## src/rtl/conv2d_output_serializer_pkg.sv

```systemverilog
// Shared conv2d types: output channel count, channel index width and the per-pixel vector type.
// Imported by conv2d_vec_fifo and conv2d_output_serializer.
package conv2d_output_serializer_pkg;

    localparam int NUM_OUT_CHANNELS = 4;
    localparam int CH_IDX_W = (NUM_OUT_CHANNELS > 1) ? $clog2(NUM_OUT_CHANNELS) : 1;

    // Channel i occupies byte [i]; the same layout is produced by conv2d_activation.
    typedef logic [NUM_OUT_CHANNELS-1:0][7:0] conv2d_px_vec_t;

    function automatic logic [CH_IDX_W-1:0] last_chan_idx();
        return CH_IDX_W'(NUM_OUT_CHANNELS - 1);
    endfunction

endpackage

```

## src/rtl/conv2d_vec_fifo.sv

```systemverilog
// Small FIFO of whole pixel vectors for the conv2d output serializer.
// Push and pop may coincide while full; the pointers wrap modulo DEPTH.
module conv2d_vec_fifo
    import conv2d_output_serializer_pkg::*;
#(
    parameter int DEPTH = 4
) (
    input  logic                     clk,
    input  logic                     rst,
    input  logic                     push,
    input  conv2d_px_vec_t           push_data,
    input  logic                     pop,
    output logic                     full,
    output logic                     empty,
    output logic [$clog2(DEPTH):0]   level,
    output conv2d_px_vec_t           head
);

    localparam int PTR_W = $clog2(DEPTH);
    localparam int LVL_W = PTR_W + 1;

    conv2d_px_vec_t     mem [DEPTH];
    logic [PTR_W-1:0]   wr_ptr;
    logic [PTR_W-1:0]   rd_ptr;

    // Storage carries no reset; the head is masked downstream while empty.
    always_ff @(posedge clk) begin
        if (push) begin
            mem[wr_ptr] <= push_data;
        end
    end

    always_ff @(posedge clk or posedge rst) begin
        if (rst) begin
            wr_ptr <= '0;
            rd_ptr <= '0;
            level  <= '0;
        end else begin
            if (push) begin
                wr_ptr <= wr_ptr + 1'b1;
            end
            if (pop) begin
                rd_ptr <= rd_ptr + 1'b1;
            end
            case ({push, pop})
                2'b10:   level <= level + 1'b1;
                2'b01:   level <= level - 1'b1;
                default: level <= level;
            endcase
        end
    end

    assign full  = (level == LVL_W'(DEPTH));
    assign empty = (level == '0);
    assign head  = mem[rd_ptr];

endmodule

```

## src/rtl/conv2d_output_serializer.sv

```systemverilog
// Buffers activated pixel vectors and streams them out one channel byte per valid/ready beat.
// Define CONV2D_SER_LAST_EN to add the frame pixel counter and the out_last port.
module conv2d_output_serializer
    import conv2d_output_serializer_pkg::*;
#(
    parameter int FIFO_DEPTH   = 4,
    parameter int FRAME_PIXELS = 64
) (
    input  logic                           clk,
    input  logic                           rst,
    input  conv2d_px_vec_t                 in_px_vec,
    input  logic                           in_valid,
    output logic [7:0]                     out_data,
    output logic [CH_IDX_W-1:0]            out_chan,
    output logic                           out_valid,
    input  logic                           out_ready,
    output logic [$clog2(FIFO_DEPTH):0]    fifo_level,
`ifdef CONV2D_SER_LAST_EN
    output logic                           out_last,
`endif
    output logic                           overflow
);

    if (FIFO_DEPTH < 2 || (FIFO_DEPTH & (FIFO_DEPTH - 1)) != 0 || FRAME_PIXELS < 1) begin : g_bad_cfg
        $error("conv2d_output_serializer: FIFO_DEPTH must be a power of 2 >= 2 and FRAME_PIXELS >= 1");
    end

    logic                   full;
    logic                   empty;
    logic                   beat;
    logic                   last_ch;
    logic                   pop;
    logic                   push;
    logic [CH_IDX_W-1:0]    ch_idx;
    conv2d_px_vec_t         head;

    assign out_valid = !empty;
    assign beat      = out_valid && out_ready;
    assign last_ch   = (ch_idx == last_chan_idx());
    assign pop       = beat && last_ch;
    // A same-cycle pop frees the slot, so a full FIFO can still take the incoming vector.
    assign push      = in_valid && (!full || pop);

    conv2d_vec_fifo #(
        .DEPTH (FIFO_DEPTH)
    ) u_fifo (
        .clk       (clk),
        .rst       (rst),
        .push      (push),
        .push_data (in_px_vec),
        .pop       (pop),
        .full      (full),
        .empty     (empty),
        .level     (fifo_level),
        .head      (head)
    );

    always_ff @(posedge clk or posedge rst) begin
        if (rst) begin
            ch_idx   <= '0;
            overflow <= 1'b0;
        end else begin
            if (beat) begin
                ch_idx <= last_ch ? '0 : ch_idx + 1'b1;
            end
            if (in_valid && full && !pop) begin
                overflow <= 1'b1;
            end
        end
    end

    assign out_data = empty ? 8'h00 : head[ch_idx];
    assign out_chan = empty ? '0 : ch_idx;

`ifdef CONV2D_SER_LAST_EN
    localparam int PIX_W = (FRAME_PIXELS > 1) ? $clog2(FRAME_PIXELS) : 1;

    logic [PIX_W-1:0] pix_cnt;
    logic             frame_end;

    assign frame_end = (pix_cnt == PIX_W'(FRAME_PIXELS - 1));

    // Counts popped vectors so the final beat of each frame can be tagged.
    always_ff @(posedge clk or posedge rst) begin
        if (rst) begin
            pix_cnt <= '0;
        end else if (pop) begin
            pix_cnt <= frame_end ? '0 : pix_cnt + 1'b1;
        end
    end

    assign out_last = out_valid && last_ch && frame_end;
`endif

endmodule

```

## config.mk

```make
export PLATFORM = sky130hd
export DESIGN_NAME = conv2d_output_serializer
export DESIGN_NICKNAME = d
export VERILOG_FILES = /design/src/rtl/conv2d_output_serializer_pkg.sv /design/src/rtl/conv2d_vec_fifo.sv /design/src/rtl/conv2d_output_serializer.sv
export SDC_FILE = /design/constraint.sdc
export NUM_CORES = 1
export LEC_CHECK = 0
export BUFFER_PORTS_ARGS = -buffer_cell sky130_fd_sc_hd__buf_2
export CORE_MARGIN = 4
export CORE_UTILIZATION = 50
export CTS_CLUSTER_SIZE = 40
export DETAILED_ROUTE_END_ITERATION = 10
export GPL_TIMING_DRIVEN = 0
export PLACE_DENSITY = 0.69
export SETUP_SLACK_MARGIN = 0.2
export SYNTH_ARGS = -nofsm -noshare
export SYNTH_HDL_FRONTEND = slang
export SYNTH_SLANG_ARGS = --single-unit
```

## constraint.sdc

```tcl
create_clock -name clk -period 2.55 [get_ports clk]
set_clock_uncertainty 0.2 [all_clocks]
set_input_delay 0.3825 -clock clk [delete_from_list [all_inputs] [get_ports clk]]
set_output_delay 0.3825 -clock clk [all_outputs]
set_load 0.01 [all_outputs]
```

Word-level counts from Yosys, hierarchy flattened
Memory sizes are Yosys's and may differ from the RTL's.
Index checks and enable logic that the tools add are counted.

word-level totals
  flip-flop bits (word level) = 10
  bits in writable memories = 128
  output and inout bits = 15
  logic and storage cells = 35
  memories kept = 1

operators by class
  muxes and demuxes = 8
  reduce and logical (&&, ||, !) cells = 11
  order comparisons = 1
  equal/unequal tests = 4
  add/sub/neg operators = 5

memory list
  memory      words  width  rd ports  clocked after Yosys merged registers in  wr ports  line                   RTL
  u_fifo.mem  4      32     1         0                                        1         conv2d_vec_fifo.sv:22  conv2d_px_vec_t mem [DEPTH];

operator list
  kind                                                  count
  binary-select mux 8 bit (select 2 bit)                1
  two-way mux 8 bit                                     2
  adder 2 x 1 -> 2 bit (second input constant)          3
  case mux 3 bit (2 select lines)                       1
  logical AND 1 bit                                     5
  equality test 2 bit (second input constant)           2
  two-way mux 2 bit                                     2
  adder 3 x 1 -> 3 bit (second input constant)          1
  equality test 3 bit (second input constant)           1
  zero test 1 bit                                       3
  zero test 3 bit                                       1
  < comparator 2 x 3 -> 1 bit (second input constant)   1
  subtractor 3 x 1 -> 3 bit (second input constant)     1
  equality test 2 x 1 -> 1 bit (second input constant)  1
  two-way mux 1 bit                                     2
  nonzero test 2 bit                                    1
  logical OR 1 bit                                      1

Depth between registers and ports, before layout
  depth in word-level cells = 8
  depth in mapped cells = 11
  gate-level depth less buffers = 11

Cells and area by module
A second synthesis with hierarchy kept.

second synthesis, totals
  cells, all modules = 251
  area, all modules = 5,507.8 um^2

modules (own cells, without submodules)
  module                    area each (um^2)  cells each  times used  sequential area each (um^2)
  conv2d_vec_fifo           5,068.6           205         1           4,018.9
  conv2d_output_serializer  439.2             46          1           75.1

Worst setup path after synthesis
Ideal clock, no wire load.

  kind = register -> register
  start = register ch_idx[0]
  end = register u_fifo.level[2]
  setup slack = 0.293 ns
  data required time = 2.271 ns
  stages on the path, launching flop included = 12
  arrival = 1.978 ns
  cells stage by stage = dfrtp_1 > ha_1 > nand2_1 > nand3_1 > and2_1 > inv_1 > ha_1 > inv_1 > fa_1 > xor2_1 > nor2_1 > xor2_1

between the ends
  longest elaborated chain between the ends = 6
  elaborated cells between the ends (all ways) = 8
  those cells by class = 3 x eq/ne; 1 x mux; 4 x reduce/logical

RTL lines
  item                                                                   line                            RTL
  from (decl)                                                            conv2d_output_serializer.sv:34  logic [CH_IDX_W-1:0] ch_idx;
  from (signal assigned)                                                 conv2d_output_serializer.sv:64  ch_idx <= last_ch ? '0 : ch_idx + 1'b1;
  equality test 2 bit *                                                  conv2d_output_serializer.sv:39  assign last_ch = (ch_idx == last_chan_idx());
  logical AND 1 bit *                                                    conv2d_output_serializer.sv:40  assign pop = beat && last_ch;
  logical OR 1 bit                                                       conv2d_output_serializer.sv:42  assign push = in_valid && (!full || pop);
  logical AND 1 bit                                                      conv2d_output_serializer.sv:42
  equality test 2 x 1 -> 1 bit or equality test 2 bit (tied branches)    conv2d_vec_fifo.sv:45           case ({push, pop})
  case mux 3 bit (2 select lines) or nonzero test 2 bit (tied branches)  --
  to (signal assigned)                                                   conv2d_vec_fifo.sv:46           2'b10: level <= level + 1'b1;
  to (signal assigned)                                                   conv2d_vec_fifo.sv:47           2'b01: level <= level - 1'b1;
  to (signal assigned)                                                   conv2d_vec_fifo.sv:48           default: level <= level;
  to (decl)                                                              conv2d_vec_fifo.sv:15           output logic [$clog2(DEPTH):0] level,

Mark *: on every way between the ends. The rest lies on a longest branch, timed or not.
A chain may end at the register's enable or synchronous reset.

Final worst setup path
  start = register u_fifo.rd_ptr[0]
  end = output port out_data[6]

between the ends
  longest elaborated chain between the ends = 4

RTL lines
  item                                     line                            RTL
  from (decl)                              conv2d_vec_fifo.sv:24           logic [PTR_W-1:0] rd_ptr;
  from (signal assigned)                   conv2d_vec_fifo.sv:43           rd_ptr <= rd_ptr + 1'b1;
  memory read (4 x 32 bit)                 --
  binary-select mux 8 bit (select 2 bit)   conv2d_output_serializer.sv:72  assign out_data = empty ? 8'h00 : head[ch_idx];
  two-way mux 8 bit (implied by the code)  conv2d_output_serializer.sv:72
  two-way mux 8 bit                        conv2d_output_serializer.sv:72
  to (decl)                                conv2d_output_serializer.sv:13  output logic [7:0] out_data,

No other way between the ends. The select of a mux whose other input is x is not followed.

==> run summary <==
Die W -> 112.1 um
gpl congestion -> 0.6908
Simple-Gate Fraction of Synth Area -> 0.01938
Die Ht -> 112.1 um
switching part of the total power -> 0.3084
Internal -> 0.005880 W
failing checks -> setup timing
Reg power frac -> 0.378
1st-pass router iterations -> 5
setup_tns -> -2.004 ns
I/O pin total -> 51
GRT Residual Overflow -> 0
setup ws final -> -0.2697 ns
synthesized flop and latch total -> 138
combinational family with the most area after synthesis -> multiplexers
Synth async-reset ratio -> 0.07246
RSZ-0062 raised after global routing -> yes
leakage -> 2.531 nW
Synth cell types -> 29
switching pwr -> 0.002622 W
crit path DAT -> 2.24 ns
CTS tree -> yes
insertion delay to the later sink of the worst-skew pair -> 0.50 ns
H-tree depth -> 4
Pins Over Slew Limit -> 0
drt initial violations -> 185
Fill cells -> 708
XOR/XNOR Fraction of Synth Area -> 0.009691
number of flops mapped to enable cells by yosys -> 128
fin util -> 0.6718
WL final -> 10270 um
worst min-delay path category -> in2reg
total core area -> 10460 um2
area grow syn2layout -> 29.63%
DP Wirelength -> 5828 um
Final nets -> 408
# rows -> 37
vias per std cell -> 5.418
Hold Violations, Final -> 0
CTS max path bufs -> 2
Comb pwr share -> 0.346
CTS Buf Count -> 17
post-synthesis compound-gate area fraction -> 0.01661
outcome -> finished with violations
Tmin final -> 2.820 ns
Vias -> 2785
final hold slack -> 0.06084 ns
first-pass GRT wire length -> 15420 um
commonest cells in the netlist -> 128 x edfxtp_1, 32 x mux4_2, 15 x mux2i_1, 10 x dfrtp_1, 9 x inv_1
crit-path max FO -> 8
net count after synthesis -> 294
CP Launch Type -> register
Cell Area, Synth -> 5423 um2
gr usage total -> 0.1648
die area -> 12580 um2
Synth Area in Adders -> 0.01754
total power -> 0.008502 W
Initial Utilization -> 0.5183
yosys warns -> 0
Power per Cell Area -> 1210 nW/um2
antenna violations before repair -> 0
Root Buffer -> clkbuf_8
Max Clk Rate -> 0.3547 GHz
leading area contributor after synthesis -> edfxtp_1
Mean Syn Cell Area -> 21.60 um2
per-cell routed wire length -> 19.98 um
clock power share -> 0.276
post-synthesis sequential area ratio -> 0.7550
Clock Sink Count -> 138
Synth Flop Type -> edfxtp_1
Worst EP required -> 1.97 ns
worst rel slew slack -> 0.4076
Slew @ Worst Pin -> 0.8885 ns
# diodes -> 0
Max VDD drop -> 0.7577 mV
final instance area -> 7029 um2
Clock Pin Slew Worst Setup and Hold Paths -> 0.06 ns
crit share post-route -> 1.106
top cell type's share of synthesized area -> 0.7088
most common cell in the netlist -> edfxtp_1
IO Port Bufs -> 50
DRT antenna net count -> 0
Crit. End Element -> primary output
vias in the first global route -> 2944
crit path kind -> reg2out
Mapped Cells -> 251
pin count of the biggest net entering global routing -> 33
dominant cells by area after synthesis -> edfxtp_1 71%, mux4_2 13%, dfrtp_1 4.6%
share of cells above drive strength 1 -> 0.4259
final setup vio count -> 8
placed instance area -> 5848 um2
mux cell area share after synthesis -> 0.1647
max_cap viols -> 0
DRC viols -> 0
cells in the final DEF (no fill, tap or decap), types with 2 or more instances in the layout:
cell type,netlist,final
dlygate4sd3_1,0,34
mux2i_1,15,10
nand2_1,4,2
edfxtp_1,128,128
inv_6,0,3
and3_2,0,4
clkinvlp_4,0,4
mux2_2,2,2
inv_1,9,6
inv_2,0,3
xnor2_1,3,3
buf_4,3,10
clkbuf_16,0,17
inv_8,0,2
nand2b_1,2,2
o22ai_1,7,4
buf_2,2,54
nand2_4,0,2
o22ai_2,0,3
clkinv_4,0,2
ha_1,6,4
buf_12,0,3
mux2i_2,0,4
bufinv_16,0,2
mux4_2,32,32
dfrtp_1,10,9
nor2_1,4,4
xor2_1,3,3
critical path: stages, from the launching register on:
cell	delay (ns)
dfrtp_1	0.40
buf_8	0.16
buf_4	0.14
mux4_2	0.31
or4b_1	0.46
o211ai_2	0.10
buf_2	0.16
power by group through the flow:
| stage | logic [W] | clock network, W | registers, W |
|---|---|---|---|
| 5_1_grt | 0.00318 | 0.00249 | 0.00325 |
| 3_5_place_dp | 0.00247 | 0 | 0.00322 |
| 4_1_cts | 0.00270 | 0.00239 | 0.00319 |
| 3_3_place_gp | 0.00243 | 0 | 0.00321 |
| 6_report | 0.00295 | 0.00234 | 0.00321 |
| 2_1_floorplan | 0.00173 | 0 | 0.00319 |
routing by layer:
metal / track usage / vias up / wire, um
li1: - / 1268 / -
met1: 0.2201 / 1432 / 4389
met2: 0.2622 / 78 / 5234
met3: 0.05013 / 7 / 565
met4: 0.05449 / 0 / 78
met5: 0 / - / 0
worst paths after layout:
path	start	end	slack, ns	cells past startpoint
worst min register to register	overflow	overflow	0.33	1
max in group asynchronous	rst	u_fifo.level[2]	1.65	3
worst max register to register	ch_idx[1]	u_fifo.level[2]	0.20	12
worst min-delay path	out_ready	ch_idx[0]	0.06	3
worst max-delay path	u_fifo.rd_ptr[0]	out_data[6]	-0.27	6
min in group asynchronous	rst	u_fifo.level[0]	0.20	3
area by class of cell:
| type | instances | area (um2) | share of cell area |
|---|---|---|---|
| Buffer | 10 | 110.1 | 0.01566 |
| Clock buffer | 17 | 414.1 | 0.05892 |
| Clock inverter | 15 | 165.2 | 0.02350 |
| Inverter | 9 | 33.78 | 0.004806 |
| Multi-Input combinational cell | 94 | 1346 | 0.1915 |
| Sequential cell | 138 | 4095 | 0.5826 |
| Tap cell | 136 | 170.2 | 0.02421 |
| Timing Repair Buffer | 95 | 694.4 | 0.09879 |
metrics by stage:
stage | setup slack (ns) | cells
2_1_floorplan | 0.2928 | 251
3_3_place_gp | -0.2618 | 437
3_5_place_dp | -0.001903 | 437
4_1_cts | -0.2995 | 505
5_1_grt | -0.3634 | 514
6_report | -0.2697 | 514
logic make-up (layout without fill, tap and decap cells):
logic type	count (synthesis)	count (layout)
AOI/OAI and AO/OA	12	12
buffers and inverters	19	146
DFF	138	138
adders and majority gates	7	7
muxes	49	49
and+or+nand+nor	20	20
xor gates and xnor gates	6	6
sequential cells by signal (all words and copies together) (netlist names):
signal         cells
ch_idx             2
u_fifo.level       3
u_fifo.wr_ptr      2
u_fifo.rd_ptr      2
u_fifo.mem       128
overflow           1
timing repair:
item                                   in CTS  in global routing
endpoints found under the hold margin     139                  0
hold buffers                               34                  0
resized for setup                          25                 18
setup endpoints to repair                  12                 11
pin swaps                                   3                  4
buffers inserted                            2                  8
gates cloned                                0                  1
No activity file was read; power rests on OpenSTA's default activity.
